File: src/rtl/pattern_blinker_if.sv
// pattern_blinker_if: host-side control, pattern-load and LED output bundle
// for pattern_blinker. The master side (host/register bank) drives the run
// controls and write port; the slave side (the sequencer) drives the outputs.
// There is no valid/ready handshake on this bundle: en, prescale and len are
// level signals sampled on every rising clock edge, and wr_en is a single-cycle
// write strobe that is accepted unconditionally on the edge where it is high.
interface pattern_blinker_if #(
    parameter int CHANNELS   = 4,
    parameter int DEPTH      = 8,
    parameter int PRESCALE_W = 16
);
    localparam int AW = $clog2(DEPTH);
    localparam int LW = $clog2(DEPTH + 1);

    logic                  en;
    logic [PRESCALE_W-1:0] prescale;
    logic [LW-1:0]         len;
    logic                  wr_en;
    logic [AW-1:0]         wr_addr;
    logic [CHANNELS-1:0]   wr_data;
    logic [CHANNELS-1:0]   blink;
    logic                  step;
    logic                  wrap;

    modport master (
        output en, prescale, len, wr_en, wr_addr, wr_data,
        input  blink, step, wrap
    );

    modport slave (
        input  en, prescale, len, wr_en, wr_addr, wr_data,
        output blink, step, wrap
    );
endinterface

File: src/rtl/pattern_blinker.sv
// pattern_blinker: multi-channel LED pattern sequencer. A prescaler produces a
// tick every prescale+1 enabled cycles; each tick loads the pattern RAM entry
// at the pointer into the blink register and advances the pointer, wrapping
// after the last active entry (len of 0 or above DEPTH selects DEPTH entries).
// Optional build macro PATTERN_BLINKER_INIT_EN gives the pattern RAM power-up
// contents (entry i = i) so the block counts in binary with no host writes.
module pattern_blinker #(
    parameter int CHANNELS   = 4,
    parameter int DEPTH      = 8,
    parameter int PRESCALE_W = 16
) (
    input logic              clk,
    input logic              rst,
    pattern_blinker_if.slave bus
);
    localparam int AW = $clog2(DEPTH);
    localparam int LW = $clog2(DEPTH + 1);

    // Pattern RAM: asynchronous read, synchronous write, never reset.
    logic [CHANNELS-1:0] mem_q [DEPTH];

`ifdef PATTERN_BLINKER_INIT_EN
    // Power-up contents: entry i holds i, truncated/zero-extended to CHANNELS.
    initial begin
        for (int i = 0; i < DEPTH; i++) begin
            mem_q[i] = CHANNELS'(i);
        end
    end
`endif

    logic [PRESCALE_W-1:0] pcnt_q, pcnt_d;
    logic [AW-1:0]         ptr_q, ptr_d;
    logic [CHANNELS-1:0]   blink_q, blink_d;
    logic                  step_q, step_d;
    logic                  wrap_q, wrap_d;

    logic [LW-1:0] len_eff;
    logic [LW-1:0] last_idx;
    logic          at_last;
    logic          tick;

    // Effective length and end-of-pattern detect; >= so a len shrunk below
    // the pointer still wraps on the next tick instead of running to DEPTH.
    always_comb begin
        len_eff = bus.len;
        if ((bus.len == '0) || (bus.len > LW'(DEPTH))) begin
            len_eff = LW'(DEPTH);
        end
        last_idx = len_eff - LW'(1);
        at_last  = (LW'(ptr_q) >= last_idx);
        // >= lets a prescale lowered mid-count fire at once rather than
        // waiting for the counter to roll over.
        tick     = bus.en && (pcnt_q >= bus.prescale);
    end

    // Next-state for divider, pointer and registered outputs.
    always_comb begin
        pcnt_d  = pcnt_q;
        ptr_d   = ptr_q;
        blink_d = blink_q;
        step_d  = 1'b0;
        wrap_d  = 1'b0;
        if (tick) begin
            pcnt_d  = '0;
            blink_d = mem_q[ptr_q];
            step_d  = 1'b1;
            wrap_d  = at_last;
            ptr_d   = at_last ? '0 : ptr_q + AW'(1);
        end else if (bus.en) begin
            pcnt_d  = pcnt_q + PRESCALE_W'(1);
        end
    end

    // Sequencer state; reset takes priority over enable and tick.
    always_ff @(posedge clk) begin
        if (!rst) begin
            pcnt_q  <= '0;
            ptr_q   <= '0;
            blink_q <= '0;
            step_q  <= 1'b0;
            wrap_q  <= 1'b0;
        end else begin
            pcnt_q  <= pcnt_d;
            ptr_q   <= ptr_d;
            blink_q <= blink_d;
            step_q  <= step_d;
            wrap_q  <= wrap_d;
        end
    end

    // RAM write port, independent of en and reset; a write to the entry
    // being loaded on the same edge is seen only on the next visit.
    always_ff @(posedge clk) begin
        if (bus.wr_en) begin
            mem_q[bus.wr_addr] <= bus.wr_data;
        end
    end

    assign bus.blink = blink_q;
    assign bus.step  = step_q;
    assign bus.wrap  = wrap_q;
endmodule

File: src/flat_wrapper.sv
// flat-port wrapper written by rule: the top's interface ports become plain ports
module pattern_blinker_flat 
#(
    parameter int CHANNELS   = 4,
    parameter int DEPTH      = 8,
    parameter int PRESCALE_W = 16
)
  (clk, rst, bus_en, bus_prescale, bus_len, bus_wr_en, bus_wr_addr, bus_wr_data, bus_blink, bus_step, bus_wrap);
  pattern_blinker_if #(.CHANNELS(CHANNELS), .DEPTH(DEPTH), .PRESCALE_W(PRESCALE_W)) bus_i ();
  input logic clk;
  input logic rst;
  input wire logic [$bits(bus_i.en)-1:0] bus_en;
  input wire logic [$bits(bus_i.prescale)-1:0] bus_prescale;
  input wire logic [$bits(bus_i.len)-1:0] bus_len;
  input wire logic [$bits(bus_i.wr_en)-1:0] bus_wr_en;
  input wire logic [$bits(bus_i.wr_addr)-1:0] bus_wr_addr;
  input wire logic [$bits(bus_i.wr_data)-1:0] bus_wr_data;
  output wire logic [$bits(bus_i.blink)-1:0] bus_blink;
  output wire logic [$bits(bus_i.step)-1:0] bus_step;
  output wire logic [$bits(bus_i.wrap)-1:0] bus_wrap;
  assign bus_i.en = bus_en;
  assign bus_i.prescale = bus_prescale;
  assign bus_i.len = bus_len;
  assign bus_i.wr_en = bus_wr_en;
  assign bus_i.wr_addr = bus_wr_addr;
  assign bus_i.wr_data = bus_wr_data;
  assign bus_blink = bus_i.blink;
  assign bus_step = bus_i.step;
  assign bus_wrap = bus_i.wrap;
  pattern_blinker #(.CHANNELS(CHANNELS), .DEPTH(DEPTH), .PRESCALE_W(PRESCALE_W)) u_core (.clk(clk), .rst(rst), .bus(bus_i));
endmodule
File: config.mk
export PLATFORM = sky130hd
export DESIGN_NAME = pattern_blinker_flat
export DESIGN_NICKNAME = d
export VERILOG_FILES = /design/src/rtl/pattern_blinker_if.sv /design/src/rtl/pattern_blinker.sv /design/src/flat_wrapper.sv
export SDC_FILE = /design/constraint.sdc
export NUM_CORES = 1
export LEC_CHECK = 0
export ABC_AREA = 1
export BUFFER_PORTS_ARGS = -buffer_cell sky130_fd_sc_hd__buf_2
export CORE_AREA = 3 3 98 63
export DETAILED_ROUTE_END_ITERATION = 16
export DIE_AREA = 0 0 101 66
export PLACE_DENSITY_LB_ADDON = 0.25
export SLEW_MARGIN = 20
export SYNTH_ARGS = -nofsm -noshare
export SYNTH_HDL_FRONTEND = slang
export SYNTH_SLANG_ARGS = --single-unit
File: constraint.sdc
create_clock -name clk -period 2.6 [get_ports clk]
set_clock_uncertainty 0.2 [all_clocks]
set_input_delay 0.65 -clock clk [delete_from_list [all_inputs] [get_ports clk]]
set_output_delay 0.65 -clock clk [all_outputs]
set_load 0.005 [all_outputs]
After elaboration in Yosys (flattened, before gate mapping) --
Memories as Yosys holds them, arrays and structs flattened. A register that Yosys moved wholly into a read port is not among the register bits. Index checks and enable logic that the tools add are counted.
Word-level totals: bits in registers 21, RAM bits 32, bits of input ports 31, logic and storage cells 23, memories kept 1
Cells by class: add/sub/neg operators 3, $lt $le $gt $ge 3, multiplexer cells 5, bitwise gates (word level) 1, reductions and logical operators 6
Memories:
- u_core.mem_q | depth 8, width 4, rd ports 1, clocked after memory_dff 1, wr ports 1, line pattern_blinker.sv:20 | logic [CHANNELS-1:0] mem_q [DEPTH];
Operator list (number):
- 16-bit by 1-bit adder with 16-bit output (second input constant) | 1
- 16-bit >= comparator | 1
- 3-bit by 4-bit >= comparator with 1-bit output | 1
- 4-bit > comparator (second input constant) | 1
- 4-bit logical NOT | 1
- 4-bit two-way mux | 1
- 4-bit by 1-bit subtractor with 4-bit output (second input constant) | 1
- 3-bit by 1-bit adder with 3-bit output (second input constant) | 1
- 1-bit two-way mux | 3
- 3-bit two-way mux | 1
- 2-bit AND reduction | 1
- 2-bit OR reduction | 1
- 1-bit logical AND | 1
- 1-bit logical NOT | 1
- 1-bit logical OR | 1
- 1-bit inverter | 1

Logic depth before layout (Yosys ltp) --
Gate-level depths: netlist of run 1.
depth in word-level cells 6, depth in mapped cells 15, mapped depth without buffers 15

Least setup slack after synthesis of run 1 --
OpenSTA, ideal clock, no wires.
kind input to register, start point in bus_len[3], end point reg u_core.ptr_q[2], data arrival time 1.884 ns, data required time 2.330 ns, path slack 0.446 ns, stages on the path 11, cell sequence inv_1 nand2_1 ha_1 ha_1 inv_1 a21oi_1 o21ai_0 nand2_1 nor2_1 nand3_1 a21oi_1
Between the ends: word-level cells in the longest chain between the ends 6
Ends and longest elaborated chain:
- start, declared | line flat_wrapper.sv:14 | input wire logic [$bits(bus_i.len)-1:0] bus_len;
- 4-bit > comparator / 4-bit logical NOT (equally long branches) | line pattern_blinker.sv:46 | if ((bus.len == '0) || (bus.len > LW'(DEPTH))) begin
- 1-bit logical OR | line pattern_blinker.sv:46
- 4-bit two-way mux * | line pattern_blinker.sv:46
- 4-bit by 1-bit subtractor with 4-bit output * | line pattern_blinker.sv:49 | last_idx = len_eff - LW'(1);
- 3-bit by 4-bit >= comparator with 1-bit output * | line pattern_blinker.sv:50 | at_last = (LW'(ptr_q) >= last_idx);
- 3-bit two-way mux * | line pattern_blinker.sv:68 | ptr_d = at_last ? '0 : ptr_q + AW'(1);
- end signal, assigned | line pattern_blinker.sv:84 | ptr_q <= ptr_d;
- end, declared | line pattern_blinker.sv:32 | logic [AW-1:0] ptr_q, ptr_d;
Every way passes the cells marked *; elsewhere a longest branch is shown, timed or not. A chain may end at the register's enable or synchronous reset.

Worst setup path in the final report of run 1 --
Ends and elaborated chain as after synthesis.

==> results of run 1 <==
[through the flow]
stage | utilization [%] | cell area, um^2
after floorplan | - | 3059
after global placement | 60.59 | 3279
after detailed placement | 60.59 | 3279
after CTS | 63.92 | 3460
after global routing | 63.92 | 3460
final | 63.92 | 3460
[routing by layer]
metal | GRT usage, % | vias up | part of all wire (%)
li1 | - | 1178 | -
met1 | 27.93 | 972 | 53
met2 | 27.46 | 81 | 38
met3 | 6.849 | 9 | 7.5
met4 | 6.965 | 0 | 1.0
met5 | 0 | - | 0
[power by group through the flow]
stage | Clock, mW | Sequential (mW) | Combinational [mW]
floorplan | 0 | 0.995 | 0.0749
global placement | 0 | 0.996 | 0.109
detailed placement | 0 | 0.996 | 0.113
CTS | 0.746 | 0.976 | 0.114
global route | 0.780 | 0.978 | 0.130
finish | 0.734 | 0.976 | 0.112
[layout by cell type, fill, tap and decap left out, types with 2 or more instances in the layout]
cell | netlist | routed
sky130_fd_sc_hd__dfxtp_1 | 25 | 25
sky130_fd_sc_hd__nor2_2 | 3 | 3
sky130_fd_sc_hd__nand2_8 | 2 | 2
sky130_fd_sc_hd__nand3_1 | 33 | 33
sky130_fd_sc_hd__clkbuf_8 | 0 | 9
sky130_fd_sc_hd__edfxtp_1 | 32 | 32
sky130_fd_sc_hd__nand2_2 | 2 | 2
sky130_fd_sc_hd__clkinvlp_4 | 0 | 4
sky130_fd_sc_hd__a21oi_1 | 10 | 10
sky130_fd_sc_hd__nand2_1 | 90 | 90
sky130_fd_sc_hd__xor2_1 | 8 | 8
sky130_fd_sc_hd__inv_2 | 5 | 5
sky130_fd_sc_hd__nor2_4 | 13 | 13
sky130_fd_sc_hd__nor3_1 | 2 | 2
sky130_fd_sc_hd__xnor2_1 | 5 | 5
sky130_fd_sc_hd__o21ai_0 | 4 | 4
sky130_fd_sc_hd__inv_1 | 37 | 37
sky130_fd_sc_hd__clkinv_4 | 0 | 2
sky130_fd_sc_hd__nor2_1 | 19 | 19
sky130_fd_sc_hd__clkinv_1 | 2 | 2
sky130_fd_sc_hd__ha_1 | 22 | 22
sky130_fd_sc_hd__nand4_1 | 4 | 4
sky130_fd_sc_hd__buf_4 | 1 | 2
sky130_fd_sc_hd__nand2_4 | 2 | 2
sky130_fd_sc_hd__buf_2 | 3 | 36
[layout make-up]
type | count | area, um^2
Clock inverter | 7 | 56.30
Clock buffer | 9 | 123.9
Inverter | 44 | 165.2
Fill cell | 467 | 1953
Tap cell | 69 | 86.33
Timing Repair Buffer | 38 | 195.2
Sequential cell | 57 | 1461
Multi-Input combinational cell | 226 | 1371
[logic make-up (layout without fill, tap and decap cells)]
family                   Yosys count  in the layout  synth area share (%)
AO/OA/AOI/OAI                     17             17                 2.986
XOR/XNOR                          13             13                 3.722
adder cells (fa/ha/maj)           22             22                 8.998
buffers and inverters             52             98                 7.403
flip-flops                        57             57                 47.77
AND/OR/NAND/NOR                  174            174                 29.12
[state kept, by name, summed over array words and instances, names as in the netlist]
signal,count
u_core.bus.blink,4
u_core.mem_q,32
u_core.bus.wrap,1
u_core.ptr_q,3
u_core.bus.step,1
u_core.pcnt_q,16
[worst max path at each step]
stage,from,cells past startpoint,endpoint,slack [ns]
2_1_floorplan,bus_len[3],11,u_core.ptr_q[2],0.45
3_3_place_gp,bus_len[3],12,u_core.ptr_q[2],0.19
3_5_place_dp,bus_len[3],12,u_core.ptr_q[2],0.15
4_1_cts,bus_len[3],12,u_core.ptr_q[2],0.51
5_1_grt,bus_len[3],12,u_core.ptr_q[2],0.26
6_report,bus_len[3],12,u_core.ptr_q[2],0.50
[worst register-to-register path, delay by kind of cell, from the launching register on]
kind | cells | cell delay, ns
compound gates | 1 | 0.12
fa+ha+maj | 1 | 0.29
buf+inv | 1 | 0.10
flops | 1 | 0.39
simple gates | 8 | 0.85
==> impl_metrics.sql, run 1 <==
INSERT INTO impl_metrics (metric_group, metric, value, unit) VALUES
('sta', 'tightestPinTransition', '0.5203', 'ns'),
('sta', 'slew_viol_final', '0', ''),
('worst_setup_path', 'cpPeakStageDelay', '0.28', 'ns'),
('worst_setup_path', 'r2r_setup_slack', '0.53', 'ns'),
('cts', 'clock_path_buffers', '2', ''),
('sta', 'unrepaired_setup_endpoints_after_global_routing', 'no', ''),
('yosys', 'synthFlopType', 'sky130_fd_sc_hd__edfxtp_1', ''),
('yosys', 'post_synth_instance_area', '0.003059', 'mm^2'),
('sta', 'finalCritPeriodShare', '80.68', '%'),
('cts', 'clock-root-buffer', 'sky130_fd_sc_hd__clkbuf_8', ''),
('worst_setup_path', 'worst_path_dominant_cell_family', 'adder cells', ''),
('worst_setup_path', 'regToRegStartpoint', 'u_core.pcnt_q[0]', ''),
('final_layout', 'layout-drive-gt1-share', '22.31', '%'),
('yosys', 'fraction_of_registers_with_async_set_or_reset_after_synthesis', '0', '%'),
('global_route', 'grt-ovfl-total', '0', ''),
('cts', 'cts_inserted_buffers', '9', ''),
('final_layout', 'instances_no_fill', '450', ''),
('pwr', 'internal_power', '1.363', 'mW'),
('yosys', 'synthDominantCellAreaShare', '31.41', '%'),
('detailed_routing', 'drcViolationCount', '0', ''),
('pwr', 'power.static_leakage', '1.547', 'nW'),
('cts', 'post_cts_hold_buffer_count', '0', ''),
('yosys', 'synthesis.yosys.warnings', '0', ''),
('detailed_routing', 'route.final.wire_length', '5844', 'um'),
('placement', 'dp_hpwl', '4442', 'um'),
('yosys', 'library_cells_used_by_synthesis', '32', ''),
('yosys', 'synth_top_cells_by_area', 'sky130_fd_sc_hd__edfxtp_1 (31%), sky130_fd_sc_hd__dfxtp_1 (16%), sky130_fd_sc_hd__nand2_1 (11%)', ''),
('cts', 'cts.repair_timing.setup_buffer_count', '0', ''),
('worst_setup_path', 'critical_path_source_type', 'input pin', ''),
('sta', 'clock.fmax', '476.7', 'MHz'),
('pwr', 'clock_network_power_share', '40.3', '%'),
('die', 'number_of_top_level_pins', '37', ''),
('global_route', 'grt_pass1_vias', '2033', ''),
('yosys', 'yosys-top-cells-count', 'sky130_fd_sc_hd__nand2_1 (90), sky130_fd_sc_hd__inv_1 (37), sky130_fd_sc_hd__nand3_1 (33)', ''),
('sta', 'finalHoldWorstSlack', '0.2750', 'ns'),
('pwr', 'powerDensity', '527.0', 'mW/mm^2'),
('die', 'core', '0.005413', 'mm^2'),
('worst_hold_path', 'worst_hold_path_ep', 'u_core.bus.blink[3]', ''),
('yosys', 'postSynthAreaPerCell', '9.132', 'um^2'),
('worst_setup_path', 'r2r_end', 'u_core.ptr_q[1]', ''),
('worst_setup_path', 'ff2ff_path_depth', '11', ''),
('die', 'dieArea', '0.006666', 'mm^2'),
('worst_hold_path', 'hold_path.startpoint', 'u_core.bus.blink[3]', ''),
('sta', 'post-route-min-period', '2.098', 'ns'),
('worst_setup_path', 'worstSetupEndpointType', 'register', ''),
('cts', 'worst_setup_hold_path_clk_slew', '0.07', 'ns'),
('global_route', 'number_of_antenna_violations_at_the_first_check_in_global_routing', '0', ''),
('pwr', 'power.switching', '460.5', 'uW'),
('detailed_routing', 'drt-pass1-iter-count', '4', ''),
('pwr', 'power.share.sequential', '53.6', '%'),
('pwr', 'share_of_total_power_in_combinational_logic', '6.2', '%'),
('status', 'run_status', 'finished, final reports clean', ''),
('final_layout', 'syn2layout_area_growth', '13.09', '%'),
('detailed_routing', 'detailroute.via_count', '2240', ''),
('yosys', 'synthesis.nets', '388', ''),
('worst_setup_path', 'critical_path.n_buffers_inverters', '3', ''),
('detailed_routing', 'avgViaCountPerCell', '4.978', ''),
('final_layout', 'insertedDiodeCount', '0', ''),
('placement', 'numPlacedInstances', '434', ''),
('yosys', 'synth_enable_flop_cells', '32', ''),
('yosys', 'netlist_instances', '335', ''),
('pwr', 'power.total', '1.823', 'mW'),
('worst_setup_path', 'worst_path_max_delay_cell', 'sky130_fd_sc_hd__ha_1', ''),
('global_route', 'grt_max_degree', '20', ''),
('cts', 'clock_tree.htree_level_count', '3', ''),
('pwr', 'switching_share_of_power', '25.25', '%'),
('worst_hold_path', 'min_path_type', 'reg2reg', ''),
('global_route', 'grt_pass1_wl', '9632', 'um'),
('worst_setup_path', 'timing_worst_setup_path_type', 'in2reg', ''),
('yosys', 'synth_largest_area_cell', 'sky130_fd_sc_hd__edfxtp_1', ''),
('die', 'num_rows', '21', '');
Note: power is estimated with default switching activity, not from simulation.
==> run 2, diff against run 1 <==
--- a/config.mk
+++ b/config.mk
@@ -7,9 +7,9 @@
 export LEC_CHECK = 0
 export ABC_AREA = 1
 export BUFFER_PORTS_ARGS = -buffer_cell sky130_fd_sc_hd__buf_2
-export CORE_AREA = 3 3 98 63
+export CORE_AREA = 3 3 104 66
 export DETAILED_ROUTE_END_ITERATION = 16
-export DIE_AREA = 0 0 101 66
+export DIE_AREA = 0 0 107 69
 export PLACE_DENSITY_LB_ADDON = 0.25
 export SLEW_MARGIN = 20
 export SYNTH_ARGS = -nofsm -noshare
==> constraint.sdc (replaced) <==
create_clock -name clk -period 1.87 [get_ports clk]
set_clock_uncertainty 0.2 [all_clocks]
set_input_delay 0.4675 -clock clk [delete_from_list [all_inputs] [get_ports clk]]
set_output_delay 0.4675 -clock clk [all_outputs]
set_load 0.005 [all_outputs]
==> run 2 against run 1 <==
  * The run now ends with negative setup slack left
  * Global-route usage decreased by 0.96 points
  * Sequential power increased by 39%
  * Final cell count up 8.9%
  * Critical path type is now reg2reg
  * Critical endpoint is now u_core.pcnt_q[2]
  * Largest cell class is now multi-input gates
==> impl_metrics.sql, run 2 (synthesis results as in run 1) <==
INSERT INTO impl_metrics (metric_group, metric, value, unit) VALUES
('worst_setup_path', 'critical_path.n_buffers_inverters', '1', ''),
('status', 'failed_checks', 'negative setup slack', ''),
('global_route', 'grt-ovfl-total', '0', ''),
('global_route', 'grt.total_usage', '18.65', '%'),
('worst_setup_path', 'worst_path_max_delay_cell', 'sky130_fd_sc_hd__dfxtp_2', ''),
('die', 'chipHeight', '69', 'um'),
('final_layout', 'registers.top_by_ff_count', 'u_core.mem_q', ''),
('final_layout', 'syn2layout_area_growth', '29.00', '%'),
('global_route', 'grt_pass1_wl', '10590', 'um'),
('final_layout', 'insertedDiodeCount', '0', ''),
('cts', 'clock-root-buffer', 'sky130_fd_sc_hd__clkbuf_8', ''),
('cts', 'clock_sinks', '57', ''),
('die', 'dieArea', '0.007383', 'mm^2'),
('sta', 'unrepaired_setup_endpoints_after_global_routing', 'yes', ''),
('cts', 'worstSkewPairLatency', '0.34', 'ns'),
('placement', 'dp_hpwl', '4675', 'um'),
('pwr', 'peak_supply_drop', '0.4592', 'mV'),
('final_layout', 'layout_common_cells', 'sky130_fd_sc_hd__nand2_1 (82), sky130_fd_sc_hd__buf_2 (36), sky130_fd_sc_hd__nand3_1 (32), sky130_fd_sc_hd__edfxtp_1 (32), sky130_fd_sc_hd__inv_1 (28)', ''),
('sta', 'post-route-min-period', '1.897', 'ns'),
('final_layout', 'fin_area', '0.003946', 'mm^2'),
('detailed_routing', 'drt.antenna.violating_nets', '0', ''),
('global_route', 'number_of_antenna_violations_at_the_first_check_in_global_routing', '0', ''),
('sta', 'setup_slack', '-0.02731', 'ns'),
('pwr', 'powerDensity', '707.0', 'mW/mm^2'),
('final_layout', 'layout.cells.most_common', 'sky130_fd_sc_hd__nand2_1', ''),
('detailed_routing', 'detailroute.via_count', '2349', ''),
('sta', 'setup_violations', '7', ''),
('placement', 'numPlacedInstances', '470', ''),
('flow_run', 'maxCapViolations', '0', ''),
('placement', 'postPlaceCellArea', '0.003605', 'mm^2'),
('worst_setup_path', 'worst-path-max-fanout', '6', ''),
('worst_setup_path', 'worst_ep_arrival_time', '1.97', 'ns'),
('detailed_routing', 'route.final.wire_length', '6517', 'um'),
('pwr', 'power.share.sequential', '48.6', '%'),
('cts', 'worst_setup_hold_path_clk_slew', '0.07', 'ns'),
('worst_setup_path', 'timing_worst_setup_path_type', 'reg2reg', ''),
('pwr', 'share_of_total_power_in_combinational_logic', '7.8', '%'),
('detailed_routing', 'initialDrtViolationCount', '119', ''),
('worst_setup_path', 'worst_path_dominant_cell_family', 'simple AND/OR/NAND/NOR gates', ''),
('final_layout', 'design.final.nets', '454', ''),
('sta', 'tightestPinTransition', '0.4353', 'ns'),
('sta', 'finalCritPeriodShare', '101.5', '%'),
('status', 'run_status', 'finished with violations', ''),
('pwr', 'internal_power', '2.174', 'mW'),
('final_layout', 'largest_register_ff_count', '32', ''),
('cts', 'tritoncts', 'yes', ''),
('detailed_routing', 'drcViolationCount', '0', ''),
('pwr', 'power.static_leakage', '1.716', 'nW'),
('placement', 'globalplace.congestion', '0.7744', ''),
('detailed_routing', 'drt-pass1-iter-count', '4', ''),
('pwr', 'clock_network_power_share', '43.6', '%'),
('cts', 'clock_tree.htree_level_count', '3', ''),
('cts', 'clock_path_buffers', '2', ''),
('detailed_routing', 'avgViaCountPerCell', '4.794', ''),
('pwr', 'switching_share_of_power', '22.09', '%'),
('worst_hold_path', 'min_path_type', 'in2reg', ''),
('final_layout', 'instances_no_fill', '490', ''),
('global_route', 'grt_max_degree', '20', ''),
('die', 'num_rows', '22', ''),
('worst_setup_path', 'timing.critical_path.required', '1.94', 'ns'),
('placement', 'port-buffer-count', '36', ''),
('detailed_routing', 'post_drt_wl_per_cell', '13.30', 'um'),
('pwr', 'power.switching', '616.3', 'uW'),
('die', 'initial_core_util', '50.75', '%'),
('die', 'die-width', '107', 'um'),
('worst_setup_path', 'cpPeakStageDelay', '0.34', 'ns'),
('worst_setup_path', 'critical_path_source_type', 'register', ''),
('worst_setup_path', 'worstSetupEndpointType', 'register', ''),
('cts', 'cts_inserted_buffers', '9', ''),
('sta', 'slew-limit-headroom', '70.88', '%'),
('sta', 'hold_violations', '0', ''),
('global_route', 'grt_pass1_vias', '2236', ''),
('die', 'core', '0.006028', 'mm^2'),
('pwr', 'power.total', '2.790', 'mW'),
('sta', 'clock.fmax', '527.1', 'MHz'),
('die', 'number_of_top_level_pins', '37', ''),
('final_layout', 'layout-drive-gt1-share', '37.19', '%'),
('sta', 'slew_viol_final', '0', ''),
('worst_setup_path', 'crit_path_cell_chain', 'ha_4 > a21oi_2 > nand2_1 > nor2_1 > nand2_2 > nand2_2 > nand2_4 > nand2_8 > buf_6 > nand3_2 > nor2_1', '');
## run 2: changes by cell type in the layout (fill, tap and decap cells not counted), sizes merged
cell      previous run  this run
buf                 38        62
clkinv               4         7
inv                 43        42
clkinvlp             4         0
nand2               96        97
bufinv               0         2
## run 2: power by group through the flow
stage	clock (mW)	sequential (mW)	combinational, mW
global route	1.30	1.36	0.245
global placement	0	1.38	0.189
floorplan	0	1.38	0.122
finish	1.22	1.36	0.217
CTS	1.23	1.36	0.204
detailed placement	0	1.38	0.196
## run 2: worst paths after layout
check | slack, ns | startpoint | depth (start not counted) | to
max | -0.03 | u_core.pcnt_q[7] | 11 | u_core.pcnt_q[2]
min | 0.23 | bus_wr_data[0] | 1 | u_core.mem_q[5][0]
max reg2reg | -0.03 | u_core.pcnt_q[7] | 11 | u_core.pcnt_q[2]
min reg2reg | 0.28 | u_core.bus.blink[3] | 2 | u_core.bus.blink[3]
## run 2: area by class of cell
class | count | area, um^2
clock buffer | 9 | 123.9
clock inverter | 7 | 85.08
fill | 496 | 2082
inverter | 44 | 193.9
multi-input combinational | 227 | 1588
sequential | 57 | 1468
tap | 84 | 105.1
timing repair buffer | 62 | 382.9
## run 2: what timing repair did
action                                  in CTS  in global routing
endpoints found under the setup margin      24                 23
pin swaps                                    4                 23
cloned                                       1                  0
gates resized for setup                      9                 18
hold buffers                                 0                  0
buffers inserted                             0                  3
## run 2: metal layers
metal,vias up,global-route usage (%),share of wire (%)
met2,52,26.29,42
met3,6,6.922,5.9
met4,0,4.397,0.87
met1,1073,27.15,51
li1,1218,-,-
met5,-,0,0
## run 2: metrics by stage
step | worst slack (ns) | TNS, ns | util (%) | hold slack [ns]
finish | -0.02731 | -0.04980 | 65.46 | 0.2336
global route | -0.1157 | -1.201 | 65.46 | 0.2338
CTS | -0.003204 | -0.004403 | 63.93 | 0.2316
detailed placement | -0.3789 | -8.007 | 59.80 | 0.2734
global placement | -0.3597 | -7.799 | 59.80 | 0.2745
floorplan | -0.03988 | -0.3879 | - | 0.2643
